`config.mk`:
```
export PLATFORM = sky130hd
export DESIGN_NAME = dot4_seq
export DESIGN_NICKNAME = d
export VERILOG_FILES = /design/src/rtl/dot4_seq.sv
export SDC_FILE = /design/constraint.sdc
export NUM_CORES = 2
export LEC_CHECK = 0
export CAP_MARGIN = 20
export CORE_ASPECT_RATIO = 0.5
export CORE_MARGIN = 4
export CORE_UTILIZATION = 44
export CTS_BUF_LIST = sky130_fd_sc_hd__clkbuf_2 sky130_fd_sc_hd__clkbuf_4 sky130_fd_sc_hd__clkbuf_8
export DETAILED_ROUTE_END_ITERATION = 8
export PLACE_DENSITY = 0.77
export SETUP_SLACK_MARGIN = 0.02
export SLEW_MARGIN = 25
export SYNTH_ARGS = -nofsm -noshare
export SYNTH_HDL_FRONTEND = slang
export SYNTH_SLANG_ARGS = --single-unit
export TNS_END_PERCENT = 1
```
`constraint.sdc`:
```
create_clock -name clk_dot -period 13.75 [get_ports clk_dot]
set_input_delay 2.75 -clock clk_dot [delete_from_list [all_inputs] [get_ports clk_dot]]
set_output_delay 2.75 -clock clk_dot [all_outputs]
set_load 0.03 [all_outputs]
```
`src/rtl/dot4_seq.sv`:
```
// dot4_seq: four-row matrix-vector product y = W*z using one shared
// multiplier over 16 MAC cycles; all four results publish together.
module dot4_seq #(
  parameter int FRAC = 13,
  parameter int W    = 26
) (
  input  logic                clk_dot,
  input  logic                rstn_dot,
  input  logic                en_dot,
  input  logic                start,
  input  logic signed [W-1:0] z1,
  input  logic signed [W-1:0] z2,
  input  logic signed [W-1:0] z3,
  input  logic signed [W-1:0] z4,
  input  logic signed [W-1:0] w11,
  input  logic signed [W-1:0] w12,
  input  logic signed [W-1:0] w13,
  input  logic signed [W-1:0] w14,
  input  logic signed [W-1:0] w21,
  input  logic signed [W-1:0] w22,
  input  logic signed [W-1:0] w23,
  input  logic signed [W-1:0] w24,
  input  logic signed [W-1:0] w31,
  input  logic signed [W-1:0] w32,
  input  logic signed [W-1:0] w33,
  input  logic signed [W-1:0] w34,
  input  logic signed [W-1:0] w41,
  input  logic signed [W-1:0] w42,
  input  logic signed [W-1:0] w43,
  input  logic signed [W-1:0] w44,
  output logic signed [W-1:0] y1,
  output logic signed [W-1:0] y2,
  output logic signed [W-1:0] y3,
  output logic signed [W-1:0] y4,
  output logic                busy,
  output logic                done
);

  typedef enum logic [1:0] {
    S_IDLE,
    S_MAC,
    S_DONE
  } state_t;

  localparam int AW = 2*W + 2;
  localparam logic signed [AW-1:0] MAXV =
    {{(W+3){1'b0}}, {(W-1){1'b1}}};
  localparam logic signed [AW-1:0] MINV =
    {{(W+3){1'b1}}, {(W-1){1'b0}}};

  state_t state_q, state_d;
  logic [3:0] cnt_q, cnt_d;
  logic signed [AW-1:0] acc_q, acc_d;
  logic signed [W-1:0] z_q [4];
  logic signed [W-1:0] z_d [4];
  logic signed [W-1:0] w_q [16];
  logic signed [W-1:0] w_d [16];
  logic signed [W-1:0] s_q [4];
  logic signed [W-1:0] s_d [4];
  logic signed [W-1:0] y_q [4];
  logic signed [W-1:0] y_d [4];
  logic signed [W-1:0] z_in [4];
  logic signed [W-1:0] w_in [16];

  logic signed [2*W-1:0] wx, zx, prod;
  logic signed [AW-1:0] sum, shr;
  logic signed [W-1:0] r;

  always_comb begin
    z_in = '{z1, z2, z3, z4};
    w_in = '{w11, w12, w13, w14,
             w21, w22, w23, w24,
             w31, w32, w33, w34,
             w41, w42, w43, w44};
  end

  // Datapath: one product per cycle, row result formed from acc+product.
  always_comb begin
    wx   = {{W{w_q[cnt_q][W-1]}}, w_q[cnt_q]};
    zx   = {{W{z_q[cnt_q[1:0]][W-1]}}, z_q[cnt_q[1:0]]};
    prod = wx * zx;
    sum  = acc_q + {{2{prod[2*W-1]}}, prod};
    shr  = sum >>> FRAC;
    if (shr > MAXV)      r = MAXV[W-1:0];
    else if (shr < MINV) r = MINV[W-1:0];
    else                 r = shr[W-1:0];
  end

  always_comb begin
    state_d = state_q;
    cnt_d   = cnt_q;
    acc_d   = acc_q;
    z_d     = z_q;
    w_d     = w_q;
    s_d     = s_q;
    y_d     = y_q;
    if (en_dot) begin
      unique case (state_q)
        S_IDLE, S_DONE: begin
          if (start) begin
            z_d     = z_in;
            w_d     = w_in;
            acc_d   = '0;
            cnt_d   = '0;
            state_d = S_MAC;
          end else begin
            state_d = S_IDLE;
          end
        end
        S_MAC: begin
          cnt_d = cnt_q + 4'd1;
          acc_d = sum;
          if (cnt_q[1:0] == 2'd3) begin
            acc_d            = '0;
            s_d[cnt_q[3:2]]  = r;
          end
          if (cnt_q == 4'd15) begin
            y_d     = s_d;
            state_d = S_DONE;
          end
        end
        default: state_d = S_IDLE;
      endcase
    end
  end

  always_ff @(posedge clk_dot or negedge rstn_dot) begin
    if (!rstn_dot) begin
      state_q <= S_IDLE;
      cnt_q   <= '0;
      acc_q   <= '0;
      for (int i = 0; i < 4; i++) begin
        z_q[i] <= '0;
        s_q[i] <= '0;
        y_q[i] <= '0;
      end
      for (int i = 0; i < 16; i++) w_q[i] <= '0;
    end else begin
      state_q <= state_d;
      cnt_q   <= cnt_d;
      acc_q   <= acc_d;
      z_q     <= z_d;
      w_q     <= w_d;
      s_q     <= s_d;
      y_q     <= y_d;
    end
  end

  assign busy = (state_q == S_MAC);
  assign done = (state_q == S_DONE);
  assign y1   = y_q[0];
  assign y2   = y_q[1];
  assign y3   = y_q[2];
  assign y4   = y_q[3];

endmodule
```
# ---- Word-level counts from Yosys, hierarchy flattened
# Cells that the tools add are included.
dict set report word_totals {
  regBits 788
  input_bits 524
  out_inout_bits 106
}
dict set report classes {
  addsub 2
  n_lt_le_gt_ge 6
  bitwise_logic 3
  n_reduce_logical 9
  n_eq_ne 6
  mul 1
  muxes 20
}
# op n
set ops {}
lappend ops {{$mux 26} 7}
lappend ops {{$mux 54} 2}
lappend ops {{$pmux 54 s2} 1}
lappend ops {{$bmux 26 s4} 1}
lappend ops {{$bwmux 104} 1}
lappend ops {{$mux 104} 1}
lappend ops {{$add 54x54->54} 1}
lappend ops {{$bmux 26 s2} 1}
lappend ops {{$demux 26 s2} 1}
lappend ops {{$mul 26x26->52} 1}
lappend ops {{$gt 41x26->1 const B} 1}
lappend ops {{$lt 41x26->1 const B} 1}
lappend ops {{$reduce_and 3->1} 3}
lappend ops {{$pmux 4 s2} 1}
lappend ops {{$ge 3x3->1 const B} 2}
lappend ops {{$not 2->3} 2}
lappend ops {{$ge 5x5->1 const B} 1}
lappend ops {{$not 4->5} 1}
lappend ops {{$add 4x1->4 const B} 1}
lappend ops {{$eq 2x2->1 const B} 2}
lappend ops {{$eq 4x4->1 const B} 1}
lappend ops {{$mux 4} 1}
lappend ops {{$pmux 2 s2} 1}
lappend ops {{$reduce_and 2->1} 2}
lappend ops {{10 further kinds} 10}

# ---- Logic depth before layout (Yosys ltp)
dict set report logic_depth {
  ltp_word 11
  depth_mapped 48
  depth_no_buf 42
}

# ---- Worst setup path before layout
# Ideal clock, no wire load.
dict set report synth_timing {
  path_kind {register to register}
  from {register cnt_q[0]}
  to {register s_q[94] in the netlist's numbering}
  path_stages_with_launch 46
  n_path_buf 7
  required_time_ns 13.673
  arrival_ns 12.236
  path_slack_ns 1.437
  path_cell_list {dfrtp_1 -> clkbuf_1 -> buf_1 -> clkbuf_1 -> clkbuf_1 -> buf_1 -> nand2_1 -> o21ai_1 -> clkbuf_1 -> nor2_1 -> fa_1 -> fa_1 -> inv_1 -> fa_1 -> fa_1 -> fa_1 -> inv_1 -> fa_1 -> [10 not listed] -> o21ai_0 -> a21oi_1 -> nor2_1 -> nor2_1 -> xnor2_1 -> ha_1 -> a211oi_1 -> o21ai_0 -> a211oi_1 -> nand3b_1 -> o21ai_1 -> nor3b_1 -> or3_1 -> or4_1 -> o41ai_4 -> buf_6 -> nand2_4 -> a21oi_1}
}
dict set report synth_via {
  elab_chain_len 11
  word_cells_on_any_way 17
  cone_classes {add/sub (1); mul (1); order compare (2); eq/ne (1); mux (10); bitwise (2)}
}
# item line_no
set synth_lines {}
lappend synth_lines {{start: declaration} 52} ;# logic [3:0] cnt_q, cnt_d;
lappend synth_lines {{start signal: assignment} 140} ;# cnt_q <= cnt_d;
lappend synth_lines {{$not 4->5 (implied by the code) / $not 2->3 (equally long branches)} {79, 80}}
lappend synth_lines {{$bmux 26 s4 / $bmux 26 s2 (equally long branches)} {79, 80}}
lappend synth_lines {{$mux 26, on equally long branches (2 in series)} {79, 80}}
lappend synth_lines {{$mul 26x26->52} 81} ;# prod = wx * zx;
lappend synth_lines {{$add 54x54->54} 82} ;# sum = acc_q + {{2{prod[2*W-1]}}, prod};
lappend synth_lines {{$lt 41x26->1} 85} ;# else if (shr < MINV) r = MINV[W-1:0];
lappend synth_lines {{$mux 26} 85}
lappend synth_lines {{$mux 26} 84} ;# if (shr > MAXV) r = MAXV[W-1:0];
lappend synth_lines {{$bwmux 104} 115} ;# s_d[cnt_q[3:2]] = r;
lappend synth_lines {{$mux 104 *} 113} ;# if (cnt_q[1:0] == 2'd3) begin
lappend synth_lines {{end signal: indexed assignment} 134} ;# s_q[i] <= '0;
lappend synth_lines {{end signal: assignment} 144} ;# s_q <= s_d;
lappend synth_lines {{end: declaration} 58} ;# logic signed [W-1:0] s_q [4];
# Every way passes the cells marked *; elsewhere a longest branch is shown, timed or not. The select of a mux whose other input is x is not followed.
# A chain may end at the register's enable or synchronous reset.

# ---- Worst setup path after layout
dict set report layout_timing {
  from {register cnt_q[0]}
  to {register s_q[52] in the netlist's numbering}
}
# Same word-level chain as after synthesis.

==> flow_results.xml <==
<?xml version="1.0" encoding="UTF-8"?>
<metrics>
  <group name="run_status">
    <metric name="status" unit="">complete, no violations</metric>
  </group>
  <group name="synth">
    <metric name="synth_edf_count" unit="">0</metric>
    <metric name="post-synth-top-area-fraction" unit="%">31.78</metric>
    <metric name="synth_warnings" unit="">0</metric>
    <metric name="synth-main-ff-cell" unit="">sky130_fd_sc_hd__dfrtp_1</metric>
    <metric name="syn_inst" unit="">6611</metric>
    <metric name="synth_top_cell_by_area" unit="">sky130_fd_sc_hd__dfrtp_1</metric>
    <metric name="asyncSetResetFlopFracSynth" unit="%">100.0</metric>
    <metric name="synth_cell_type_count" unit="">81</metric>
    <metric name="synth.area.top_cells" unit="">sky130_fd_sc_hd__dfrtp_1 32%, sky130_fd_sc_hd__fa_1 24%, sky130_fd_sc_hd__nand2_1 13%, sky130_fd_sc_hd__mux4_2 5.0%, sky130_fd_sc_hd__inv_1 4.9%</metric>
    <metric name="synth.net_count" unit="">8052</metric>
    <metric name="yosys_register_bits" unit="">762</metric>
    <metric name="register_area_share_after_synthesis" unit="%">31.78</metric>
    <metric name="post_synthesis_average_cell_area" unit="um^2">9.075</metric>
    <metric name="synth_area" unit="mm^2">0.06000</metric>
  </group>
  <group name="finish">
    <metric name="stdcell_area" unit="mm^2">0.07110</metric>
    <metric name="areaGrowthSynthToFinish" unit="%">18.50</metric>
    <metric name="nets" unit="">8581</metric>
    <metric name="regArea" unit="mm^2">0.01908</metric>
    <metric name="fillers" unit="">12086</metric>
    <metric name="post-route-util" unit="%">52.75</metric>
    <metric name="area_of_combinational_cells_with_multiple_inputs" unit="mm^2">0.03674</metric>
    <metric name="post_route_cells_drive_above_1_share" unit="%">7.578</metric>
  </group>
  <group name="setup_path">
    <metric name="rr_startpoint" unit="">cnt_q[0]</metric>
    <metric name="r2r.worst_path.cells" unit="">42</metric>
    <metric name="critical_path.max_stage_delay" unit="ns">0.86</metric>
    <metric name="critical_path.max_fanout" unit="">27</metric>
    <metric name="critPathRequiredTime" unit="ns">14.50</metric>
    <metric name="path_common_cell" unit="">sky130_fd_sc_hd__fa_1</metric>
    <metric name="timing.reg2reg.setup_slack" unit="ns">0.75</metric>
    <metric name="setup.worst_path.start_class" unit="">flip-flop</metric>
    <metric name="worst_path_max_delay_cell" unit="">sky130_fd_sc_hd__o21ai_1</metric>
    <metric name="crit_path_start" unit="">cnt_q[0]</metric>
    <metric name="timing_worst_setup_path_type" unit="">flip-flop to flip-flop</metric>
    <metric name="critical_path.endpoint_type" unit="">flip-flop</metric>
    <metric name="crit_end" unit="">s_q[52]</metric>
    <metric name="critical_path_arrival" unit="ns">13.75</metric>
    <metric name="rr_endpoint" unit="">s_q[52]</metric>
  </group>
  <group name="grt">
    <metric name="first_global_vias" unit="">49949</metric>
    <metric name="number_of_antenna_violations_at_the_first_check_in_global_routing" unit="">39</metric>
    <metric name="grt_start_max_net_pins" unit="">215</metric>
    <metric name="grtUsageTotal" unit="%">27.44</metric>
    <metric name="globalRouteOverflowTotal" unit="">0</metric>
    <metric name="grt_pass1_wl" unit="um">300000</metric>
  </group>
  <group name="drt">
    <metric name="route.vias.total" unit="">49477</metric>
    <metric name="routed_via_density" unit="">5.462</metric>
    <metric name="detailedRoute.firstIterationViolations" unit="">5437</metric>
    <metric name="antenna_violating_nets_post_route" unit="">0</metric>
    <metric name="detail_route.first_pass.iterations" unit="">6</metric>
    <metric name="mean_routed_wirelength_per_cell" unit="um">21.89</metric>
    <metric name="drcViolationCount" unit="">0</metric>
    <metric name="drt-total-wl" unit="um">198300</metric>
  </group>
  <group name="floorplan">
    <metric name="die_area" unit="mm^2">0.1427</metric>
    <metric name="die_h" unit="um">269.1</metric>
    <metric name="io-pin-count" unit="">630</metric>
    <metric name="initial_core_util" unit="%">44.51</metric>
    <metric name="rows" unit="">95</metric>
    <metric name="design.core.area" unit="mm^2">0.1348</metric>
    <metric name="die-width" unit="um">530.2</metric>
  </group>
  <group name="timing">
    <metric name="setup-violations-final" unit="">0</metric>
    <metric name="worst_setup_margin" unit="ns">0.7498</metric>
    <metric name="tns" unit="ns">0</metric>
    <metric name="tightestPinTransition" unit="ns">1.123</metric>
    <metric name="timing_max_transition_violations_final" unit="">0</metric>
    <metric name="relative_slew_margins" unit="%">24.34</metric>
    <metric name="final.min_clock_period" unit="ns">13.00</metric>
    <metric name="skew_final" unit="ns">0.05018</metric>
    <metric name="min_period_over_period" unit="%">94.55</metric>
    <metric name="hold_violations" unit="">0</metric>
    <metric name="setup_repair_after_global_routing_missed_its_margin" unit="">no</metric>
    <metric name="max_freq" unit="MHz">76.92</metric>
  </group>
  <group name="place">
    <metric name="placed_cell_area" unit="mm^2">0.06844</metric>
    <metric name="port_buffers" unit="">629</metric>
    <metric name="gpl.final_weighted_congestion" unit="">0.9970</metric>
    <metric name="pre_cts_slack" unit="ns">0.7142</metric>
    <metric name="place_hpwl" unit="um">154600</metric>
  </group>
  <group name="cts">
    <metric name="cts_resized" unit="">0</metric>
    <metric name="max-clock-path-buffers" unit="">3</metric>
    <metric name="num_clock_sinks" unit="">762</metric>
    <metric name="post-cts-setup-buffers" unit="">0</metric>
    <metric name="number_of_buffers_added_by_the_clock_tree_synthesis_step" unit="">112</metric>
    <metric name="htree_levels" unit="">3</metric>
    <metric name="insertion_delay" unit="ns">0.85</metric>
    <metric name="post_cts_hold_buffer_count" unit="">0</metric>
    <metric name="cts.clk_slew.worst_paths" unit="ns">0.07</metric>
    <metric name="tritoncts" unit="">built</metric>
    <metric name="clockRootBuffer" unit="">sky130_fd_sc_hd__clkbuf_8</metric>
  </group>
  <group name="min_path">
    <metric name="min_path_type" unit="">flip-flop to flip-flop</metric>
    <metric name="hold_path_depth" unit="">2</metric>
  </group>
  <group name="flow_run">
    <metric name="max-cap-violations" unit="">0</metric>
  </group>
</metrics>
-- flip-flops by register name (all words and copies together) (netlist names) --
register  count
cnt_q         4
y3           26
acc_q        54
z_q         104
w_q         416
y2           26
y1           26
s_q          78
state_q       2
y4           26
-- layer usage --
layer | global-route usage (%) | vias to the layer above | part of all wire, %
met3 | 7.346 | 507 | 9.8
met2 | 42.12 | 2485 | 46
met1 | 36.43 | 24814 | 39
met5 | 0.5667 | - | 0.090
met4 | 12.64 | 12 | 5.0
li1 | - | 21659 | -
-- cell type report --
class | instances | share of cell area [%]
diodes | 34 | 0.1197
clock buffers | 173 | 3.006
clock inverters | 32 | 0.6001
inverters | 800 | 4.224
multi-input cells | 4717 | 51.67
flip-flops and latches | 762 | 26.83
well taps | 1794 | 3.157
repair buffers | 747 | 10.39
-- worst min path at each step --
stage / to / slack [ns] / startpoint
after floorplan: z_q[26] / 0.44 / z_q[26]
after detailed placement: z_q[46] / 0.46 / z_q[46]
after global placement: z_q[45] / 0.45 / z_q[45]
after global routing: w_q[250] / 0.49 / w_q[250]
final: z_q[28] / 0.47 / z_q[28]
after CTS: z_q[46] / 0.47 / z_q[46]
-- synth_stat cells, types with 15 or more instances --
master                     count
sky130_fd_sc_hd__o21ai_0     167
sky130_fd_sc_hd__fa_1        711
sky130_fd_sc_hd__a21oi_1     216
sky130_fd_sc_hd__mux2i_1      27
sky130_fd_sc_hd__dfrtp_1     762
sky130_fd_sc_hd__mux4_2      132
sky130_fd_sc_hd__buf_1        31
sky130_fd_sc_hd__a21o_1       39
sky130_fd_sc_hd__ha_1        206
sky130_fd_sc_hd__a211oi_1     19
sky130_fd_sc_hd__o21bai_1     15
sky130_fd_sc_hd__and2_1       46
sky130_fd_sc_hd__o21a_1       23
sky130_fd_sc_hd__xor2_1       34
sky130_fd_sc_hd__nand4_1      32
sky130_fd_sc_hd__mux2_2       24
sky130_fd_sc_hd__nand2_1    2118
sky130_fd_sc_hd__nor2_1      508
sky130_fd_sc_hd__xnor2_1      78
sky130_fd_sc_hd__a22o_1       36
sky130_fd_sc_hd__nand3_1      27
sky130_fd_sc_hd__clkbuf_1    281
sky130_fd_sc_hd__o21ai_1      19
sky130_fd_sc_hd__buf_2        16
sky130_fd_sc_hd__nor2b_1      23
sky130_fd_sc_hd__inv_1       787
sky130_fd_sc_hd__nor3_1       22
sky130_fd_sc_hd__nand2b_1     24
-- stage by stage --
step | cells | hold slack [ns]
2_1_floorplan | 6611 | 0.4401
3_3_place_gp | 8820 | 0.4519
3_5_place_dp | 8820 | 0.4566
4_1_cts | 9025 | 0.4736
5_1_grt | 9055 | 0.4859
6_report | 9059 | 0.4722
-- worst max-delay path, delay by kind of cell (launching register included) --
kind                     cells  cell delay, ns
AND/OR/NAND/NOR              7            1.78
AO/OA/AOI/OAI               14            4.29
adder cells (fa/ha/maj)      9            3.55
XOR/XNOR                     2            0.46
flip-flops                   1            0.67
multiplexers                 2            0.90
buffers and inverters        8            1.17
-- layout by cell type, fill, tap and decap left out, types with 23 or more instances in the layout --
| master | count |
|---|---|
| sky130_fd_sc_hd__nand2_1 | 2118 |
| sky130_fd_sc_hd__inv_1 | 787 |
| sky130_fd_sc_hd__dfrtp_1 | 758 |
| sky130_fd_sc_hd__fa_1 | 711 |
| sky130_fd_sc_hd__clkdlybuf4s50_1 | 628 |
| sky130_fd_sc_hd__nor2_1 | 505 |
| sky130_fd_sc_hd__a21oi_1 | 216 |
| sky130_fd_sc_hd__ha_1 | 206 |
| sky130_fd_sc_hd__o21ai_0 | 160 |
| sky130_fd_sc_hd__clkbuf_8 | 134 |
| sky130_fd_sc_hd__mux4_2 | 132 |
| sky130_fd_sc_hd__buf_4 | 102 |
| sky130_fd_sc_hd__xnor2_1 | 78 |
| sky130_fd_sc_hd__and2_1 | 46 |
| sky130_fd_sc_hd__a21o_1 | 39 |
| sky130_fd_sc_hd__clkbuf_4 | 39 |
| sky130_fd_sc_hd__a22o_1 | 36 |
| sky130_fd_sc_hd__diode_2 | 34 |
| sky130_fd_sc_hd__xor2_1 | 34 |
| sky130_fd_sc_hd__nand4_1 | 32 |
| sky130_fd_sc_hd__mux2i_1 | 27 |
| sky130_fd_sc_hd__nand3_1 | 27 |
| sky130_fd_sc_hd__mux2_2 | 24 |
| sky130_fd_sc_hd__nand2b_1 | 24 |
| sky130_fd_sc_hd__nor2b_1 | 23 |
| sky130_fd_sc_hd__o21a_1 | 23 |
-- cells by family (layout without fill, tap and decap cells) --
group           after synthesis  in the layout  synth area share (%)
other cells                   0             34                     0
xor+xnor                    112            112                 1.635
mux                         183            183                 5.856
compound gates              626            626                 6.421
fa+ha+maj                   917            917                 28.02
flops                       762            762                 31.78
buf+inv                    1132           1752                 7.153
simple gates               2879           2879                 19.13
Power is not shown: default switching activity piles up to over one toggle a cycle in this logic, so the estimate is an artifact.
